$ cat src/rtl/result_select_pipe.sv
// Registered N:1 result selector with a 2-entry skid buffer on a valid/ready output.
// Optional out_selerr flag for out-of-range selects: define RESULT_SELECT_SELERR_EN.
module result_select_pipe #(
    parameter int W = 64,
    parameter int N = 16,
    localparam int SW = $clog2(N)
) (
    input  logic           clk,
    input  logic           rst,
    input  logic [N*W-1:0] in_bus,
    input  logic [SW-1:0]  sel,
    input  logic           in_valid,
    output logic           in_ready,
    output logic [W-1:0]   out_data,
    output logic [SW-1:0]  out_sel,
    output logic           out_zero,
    output logic           out_valid,
    input  logic           out_ready
`ifdef RESULT_SELECT_SELERR_EN
    ,
    output logic           out_selerr
`endif
);

    // Handshake: a transfer happens on a rising edge where valid && ready are both 1.
    // in_ready is a flop (0 only when both entries hold data), so out_ready never
    // reaches in_ready combinationally; payload on out_* is held while stalled.

    typedef enum logic [1:0] {
        ST_EMPTY = 2'd0,
        ST_ONE   = 2'd1,
        ST_FULL  = 2'd2
    } state_t;

    state_t         state_q, state_d;
    logic           in_ready_q, in_ready_d;

    logic [W-1:0]   m_data_q, m_data_d;
    logic [SW-1:0]  m_sel_q, m_sel_d;
    logic           m_zero_q, m_zero_d;
    logic [W-1:0]   s_data_q, s_data_d;
    logic [SW-1:0]  s_sel_q, s_sel_d;
    logic           s_zero_q, s_zero_d;

    logic [W-1:0]   cap_data;
    logic           cap_zero;
    logic           accept;
    logic           drain;
    logic           load_m_in;
    logic           load_m_skid;
    logic           load_s;

    // Unmatched selects (only possible for non-power-of-two N) fall through to zero.
    always_comb begin
        cap_data = '0;
        for (int k = 0; k < N; k++) begin
            if (sel == SW'(k)) begin
                cap_data = in_bus[k*W +: W];
            end
        end
    end

    assign cap_zero = (cap_data == '0);

    always_comb begin
        state_d     = state_q;
        load_m_in   = 1'b0;
        load_m_skid = 1'b0;
        load_s      = 1'b0;
        accept      = in_valid && in_ready_q;
        drain       = (state_q != ST_EMPTY) && out_ready;
        case (state_q)
            ST_EMPTY: begin
                if (accept) begin
                    load_m_in = 1'b1;
                    state_d   = ST_ONE;
                end
            end
            ST_ONE: begin
                if (accept && drain) begin
                    load_m_in = 1'b1;
                end else if (accept) begin
                    load_s  = 1'b1;
                    state_d = ST_FULL;
                end else if (drain) begin
                    state_d = ST_EMPTY;
                end
            end
            ST_FULL: begin
                if (drain) begin
                    load_m_skid = 1'b1;
                    state_d     = ST_ONE;
                end
            end
            default: begin
                state_d = ST_EMPTY;
            end
        endcase
        in_ready_d = (state_d != ST_FULL);
    end

    always_comb begin
        m_data_d = m_data_q;
        m_sel_d  = m_sel_q;
        m_zero_d = m_zero_q;
        s_data_d = s_data_q;
        s_sel_d  = s_sel_q;
        s_zero_d = s_zero_q;
        if (load_m_in) begin
            m_data_d = cap_data;
            m_sel_d  = sel;
            m_zero_d = cap_zero;
        end else if (load_m_skid) begin
            m_data_d = s_data_q;
            m_sel_d  = s_sel_q;
            m_zero_d = s_zero_q;
        end
        if (load_s) begin
            s_data_d = cap_data;
            s_sel_d  = sel;
            s_zero_d = cap_zero;
        end
    end

    always_ff @(posedge clk or posedge rst) begin
        if (rst) begin
            state_q    <= ST_EMPTY;
            in_ready_q <= 1'b1;
            m_data_q   <= '0;
            m_sel_q    <= '0;
            m_zero_q   <= 1'b1;
            s_data_q   <= '0;
            s_sel_q    <= '0;
            s_zero_q   <= 1'b1;
        end else begin
            state_q    <= state_d;
            in_ready_q <= in_ready_d;
            m_data_q   <= m_data_d;
            m_sel_q    <= m_sel_d;
            m_zero_q   <= m_zero_d;
            s_data_q   <= s_data_d;
            s_sel_q    <= s_sel_d;
            s_zero_q   <= s_zero_d;
        end
    end

`ifdef RESULT_SELECT_SELERR_EN
    logic cap_err;
    logic m_err_q, m_err_d;
    logic s_err_q, s_err_d;

    assign cap_err = ({1'b0, sel} >= (SW+1)'(N));

    // The error flag follows exactly the same load paths as its data.
    always_comb begin
        m_err_d = m_err_q;
        s_err_d = s_err_q;
        if (load_m_in) begin
            m_err_d = cap_err;
        end else if (load_m_skid) begin
            m_err_d = s_err_q;
        end
        if (load_s) begin
            s_err_d = cap_err;
        end
    end

    always_ff @(posedge clk or posedge rst) begin
        if (rst) begin
            m_err_q <= 1'b0;
            s_err_q <= 1'b0;
        end else begin
            m_err_q <= m_err_d;
            s_err_q <= s_err_d;
        end
    end

    assign out_selerr = m_err_q;
`endif

    assign in_ready  = in_ready_q;
    assign out_valid = (state_q != ST_EMPTY);
    assign out_data  = m_data_q;
    assign out_sel   = m_sel_q;
    assign out_zero  = m_zero_q;

endmodule
$ cat config.mk
export PLATFORM = sky130hd
export DESIGN_NAME = result_select_pipe
export DESIGN_NICKNAME = d
export VERILOG_FILES = /design/src/rtl/result_select_pipe.sv
export SDC_FILE = /design/constraint.sdc
export NUM_CORES = 1
export LEC_CHECK = 0
export ABC_AREA = 1
export CAP_MARGIN = 10
export CELL_PAD_IN_SITES_DETAIL_PLACEMENT = 0
export CELL_PAD_IN_SITES_GLOBAL_PLACEMENT = 2
export CORE_AREA = 2 2 433 435
export DETAILED_ROUTE_END_ITERATION = 8
export DIE_AREA = 0 0 435 437
export GPL_TIMING_DRIVEN = 0
export PLACE_DENSITY = 0.48
export SETUP_SLACK_MARGIN = 0.2
export SLEW_MARGIN = 0
export SYNTH_ARGS = -nofsm -noshare
export SYNTH_HDL_FRONTEND = slang
export SYNTH_SLANG_ARGS = --single-unit
$ cat constraint.sdc
create_clock -name clk -period 14.6 [get_ports clk]
set_input_delay 2.92 -clock clk [delete_from_list [all_inputs] [get_ports clk]]
set_output_delay 2.92 -clock clk [all_outputs]
set_load 0.02 [all_outputs]
==> summary.txt <==
Run status
  • Outcome: finished clean

Synth
  • Register bit total from synthesis: about 140
  • Syn_area_per_cell: between 5 and 6 um^2
  • Main combinational cell family by area after synthesis: simple AND/OR/NAND/NOR gates
  • YS warnings: 0
  • Synth unique cells: 25
  • Largest cells by area after synthesis: sky130_fd_sc_hd__nand2_1, sky130_fd_sc_hd__dfrtp_1, sky130_fd_sc_hd__nand3_1
  • Synth Area in Compound Gates: 7.90%
  • Post-Synthesis Net Count: between 3000 and 4000
  • Share of synthesized cell area in full adder, half adder and majority cells: 0%
  • Cell type with the largest total area after synthesis: sky130_fd_sc_hd__nand2_1
  • Simple-gate share of the synthesized area: 56.6%
  • Syn Std Cell Area: about 14000 um^2
  • Post-synthesis share of cell area spent on xor and xnor gates: 0%
  • Synthesized instance count: 2684
  • Share of synthesized area occupied by flip-flops and latches: 24.4%
  • Multiplexer area fraction after synthesis: 0%
  • Fraction of post-synthesis cell area in the top cell type by area: a little over a quarter

Power
  • Flop pwr share: 25.8%
  • Leakage power: about 12 nW
  • Fraction of power spent switching nets: roughly half
  • Worst VDD drop: 0.0000849 V
  • P per Cell Area: about 94 nW/um^2
  • Clock Power Share: between 15 and 20%
  • Total net switching power: between 1 and 1.5 mW
  • Internal power component: between 1 and 1.5 mW
  • Combinational fraction of design power: about three fifths

Layout
  • Layout cell share with drive strength beyond 1: roughly 3.7%
  • Fin cells: 6328
  • Most frequent standard cell in the layout excluding fill and tap cells: sky130_fd_sc_hd__clkdlybuf4s50_1
  • Top library cells by usage in the layout, fill and taps aside: sky130_fd_sc_hd__clkdlybuf4s50_1, sky130_fd_sc_hd__nand2_1, sky130_fd_sc_hd__nor2_1
  • Layout net count: slightly below 5000
  • Synth-to-Final Area Change: 103%

Timing
  • Final Hold Vio Count: 0
  • Slew @ Worst Pin: about 1300 ps
  • Final setup violation count: 0
  • FMAX: roughly 120 MHz
  • Max-slew headroom: between 10 and 15%
  • Final Max Tran Viols: 0
  • Portion of the clock cycle consumed by the worst path in the final layout: ~56%
  • Setup repair after global routing missed its margin: no
  • Total negative slack: 0 ps
  • Min Clock Period, post-route: between 8000 and 9000 ps
  • Clock Skew: ~9.1 ps

Clock tree
  • Clock latency of the later-clocked register in the worst-skew pair: 470 ps
  • Cell chosen for the clock root: sky130_fd_sc_hd__clkbuf_16
  • Clock edge transition at the registers on the reported setup and hold paths: approximately 70 ps
  • Post-cts resize count: 0
  • TritonCTS clock tree: done
  • # clock sinks: 141
  • Buffers inserted by post-CTS timing repair: 0
  • CTS max path bufs: 2
  • CTS buffer count: 17
  • CTS H-Tree Depth: 4
  • Quantity of hold-fixing buffers added after cts: 0

Floorplan
  • Die boundary height: 437 um
  • Row cnt: between 150 and 200
  • Number of top-level pins: 1103
  • Die width: between 400 and 500 um
  • Starting density of the core: between 7 and 8%
  • Die area: about 190000 um^2
  • Floorplan Core Area: 185000 um^2

Setup path
  • Critical path start-end classification: primary input to register
  • CP Data Arrival Time: just under 9000 ps
  • Category of the worst setup path launch point: primary input
  • Endpoint class of the critical path: register
  • Req. time, crit path: roughly 15000 ps
  • Critical-path maximum fanout: 10

Global route
  • Total gr overflow: 0
  • Global-route wire length before repair: 256000 um
  • Largest net degree at the start of global routing: 76
  • Vias in the first global route: 23236
  • Combined global-route utilization of all metal layers: 20.8%
  • Initial antenna violation count: 70

Job
  • MaxCap Viol Count: 0

Route
  • Count of antenna-violating nets left after detailed routing: 0
  • DRC violations left: 0
  • Drt first pass iters: 6
  • Average vias per placed instance: 3.67
  • Final Routed Wirelength: a little over 200000 um
  • Initial DRC Count: 1771
  • Drt wl/cell: ~32 um
  • Via total after detailed routing: about 23000

Place
  • Hpwl dp: approximately 180000 um
  • GP Congestion: ~0.94
  • # placed instances: around 6300
  • Number of port buffers: 1102

Min path
  • Hold WC Path Type: register to register
-- metrics by stage --
stage	hold WS (ps)	cell area [um^2]	utilization, %	total power, mW	setup WS, ps
after global routing	488	29400	15.9	2.95	6060
after global placement	459	28600	15.5	2.34	4920
after detailed placement	462	28800	15.5	2.34	5440
after CTS	476	29300	15.9	2.81	5930
after floorplan	443	14500	-	1.29	7900
final	472	29400	15.9	2.77	6360
-- worst max-delay path, stage by stage --
cell	delay, ps
sky130_fd_sc_hd__clkdlybuf4s50_1	590
sky130_fd_sc_hd__inv_2	250
sky130_fd_sc_hd__nor2_1	160
sky130_fd_sc_hd__nand2_1	700
sky130_fd_sc_hd__inv_2	350
sky130_fd_sc_hd__clkbuf_1	490
sky130_fd_sc_hd__nand2_1	160
sky130_fd_sc_hd__nand4_1	470
sky130_fd_sc_hd__nor2_1	230
sky130_fd_sc_hd__nand3_1	550
sky130_fd_sc_hd__nand2_1	210
sky130_fd_sc_hd__nand3_1	360
sky130_fd_sc_hd__nor2_1	200
sky130_fd_sc_hd__nand2_1	70
sky130_fd_sc_hd__nor2_1	110
sky130_fd_sc_hd__nand2_1	60
sky130_fd_sc_hd__nor2_1	250
sky130_fd_sc_hd__nand2_1	110
sky130_fd_sc_hd__nand2_1	80
sky130_fd_sc_hd__nand2_1	160
sky130_fd_sc_hd__nand2_1	100
-- registers in the layout (all words and copies together), names as in the netlist --
signal    cells
in_ready      1
out_data     64
out_sel       4
out_zero      1
s_data_q     64
s_sel_q       4
s_zero_q      1
state_q       2
-- power by group through the flow --
| stage | Sequential (mW) | Clock (mW) | Combinational, mW |
|---|---|---|---|
| after floorplan | 0.778 | 0 | 0.510 |
| after global placement | 0.718 | 0 | 1.62 |
| after detailed placement | 0.713 | 0 | 1.63 |
| after CTS | 0.712 | 0.461 | 1.64 |
| after global routing | 0.732 | 0.478 | 1.74 |
| final | 0.714 | 0.446 | 1.61 |
-- cells in the mapped netlist --
library cell / n
sky130_fd_sc_hd__nor2_1: 310
sky130_fd_sc_hd__nor2_4: 1
sky130_fd_sc_hd__clkbuf_1: 128
sky130_fd_sc_hd__o21ai_1: 1
sky130_fd_sc_hd__or2_1: 15
sky130_fd_sc_hd__clkinv_1: 1
sky130_fd_sc_hd__inv_1: 245
sky130_fd_sc_hd__a22oi_1: 19
sky130_fd_sc_hd__inv_2: 12
sky130_fd_sc_hd__or2_2: 49
sky130_fd_sc_hd__nand4_1: 151
sky130_fd_sc_hd__nor3_1: 18
sky130_fd_sc_hd__nand3_1: 278
sky130_fd_sc_hd__a31oi_1: 1
sky130_fd_sc_hd__dfrtp_1: 138
sky130_fd_sc_hd__buf_1: 14
sky130_fd_sc_hd__o21ai_0: 101
sky130_fd_sc_hd__nand2_2: 4
sky130_fd_sc_hd__a21oi_1: 79
sky130_fd_sc_hd__nand2_1: 1037
sky130_fd_sc_hd__dfstp_2: 3
sky130_fd_sc_hd__o211ai_1: 12
sky130_fd_sc_hd__nor2_2: 4
sky130_fd_sc_hd__buf_2: 23
sky130_fd_sc_hd__or2_0: 40
-- layout make-up --
type | instances | area [um^2]
Buffer | 165 | 651
Multi-Input combinational cell | 2120 | 9340
Tap cell | 2480 | 3100
Fill cell | 21753 | 156000
Antenna cell | 22 | 55.1
Sequential cell | 141 | 3530
Inverter | 258 | 976
Clock inverter | 14 | 128
Clock buffer | 18 | 439
Timing Repair Buffer | 1110 | 11200
-- per-layer routing --
layer  up-vias  track usage, %  wire (um)
met5         -               0         52
met4        10            2.96       2320
met3       135            2.64       8580
met2       857            38.8     109000
met1     11406            25.6      85900
li1      10825               -          -
-- kinds of logic (layout without fill, tap and decap cells) --
family | after synthesis | after routing
AND/OR/NAND/NOR | 1907 | 1907
buffers and inverters | 423 | 1565
AO/OA/AOI/OAI | 213 | 213
flip-flops | 141 | 141
other | 0 | 22
-- final timing paths --
path,start,end,slack [ps],cells after the start
setup / recovery,sel[3],out_zero,6360,21
hold / removal,out_zero,out_zero,470,2
setup reg to reg,state_q[0],out_data[18],11390,12
hold reg to reg,out_zero,out_zero,470,2
max in group asynchronous,rst,s_zero_q,10860,3
min in group asynchronous,rst,out_data[49],2900,2
Note: power is estimated with default switching activity, not from simulation.
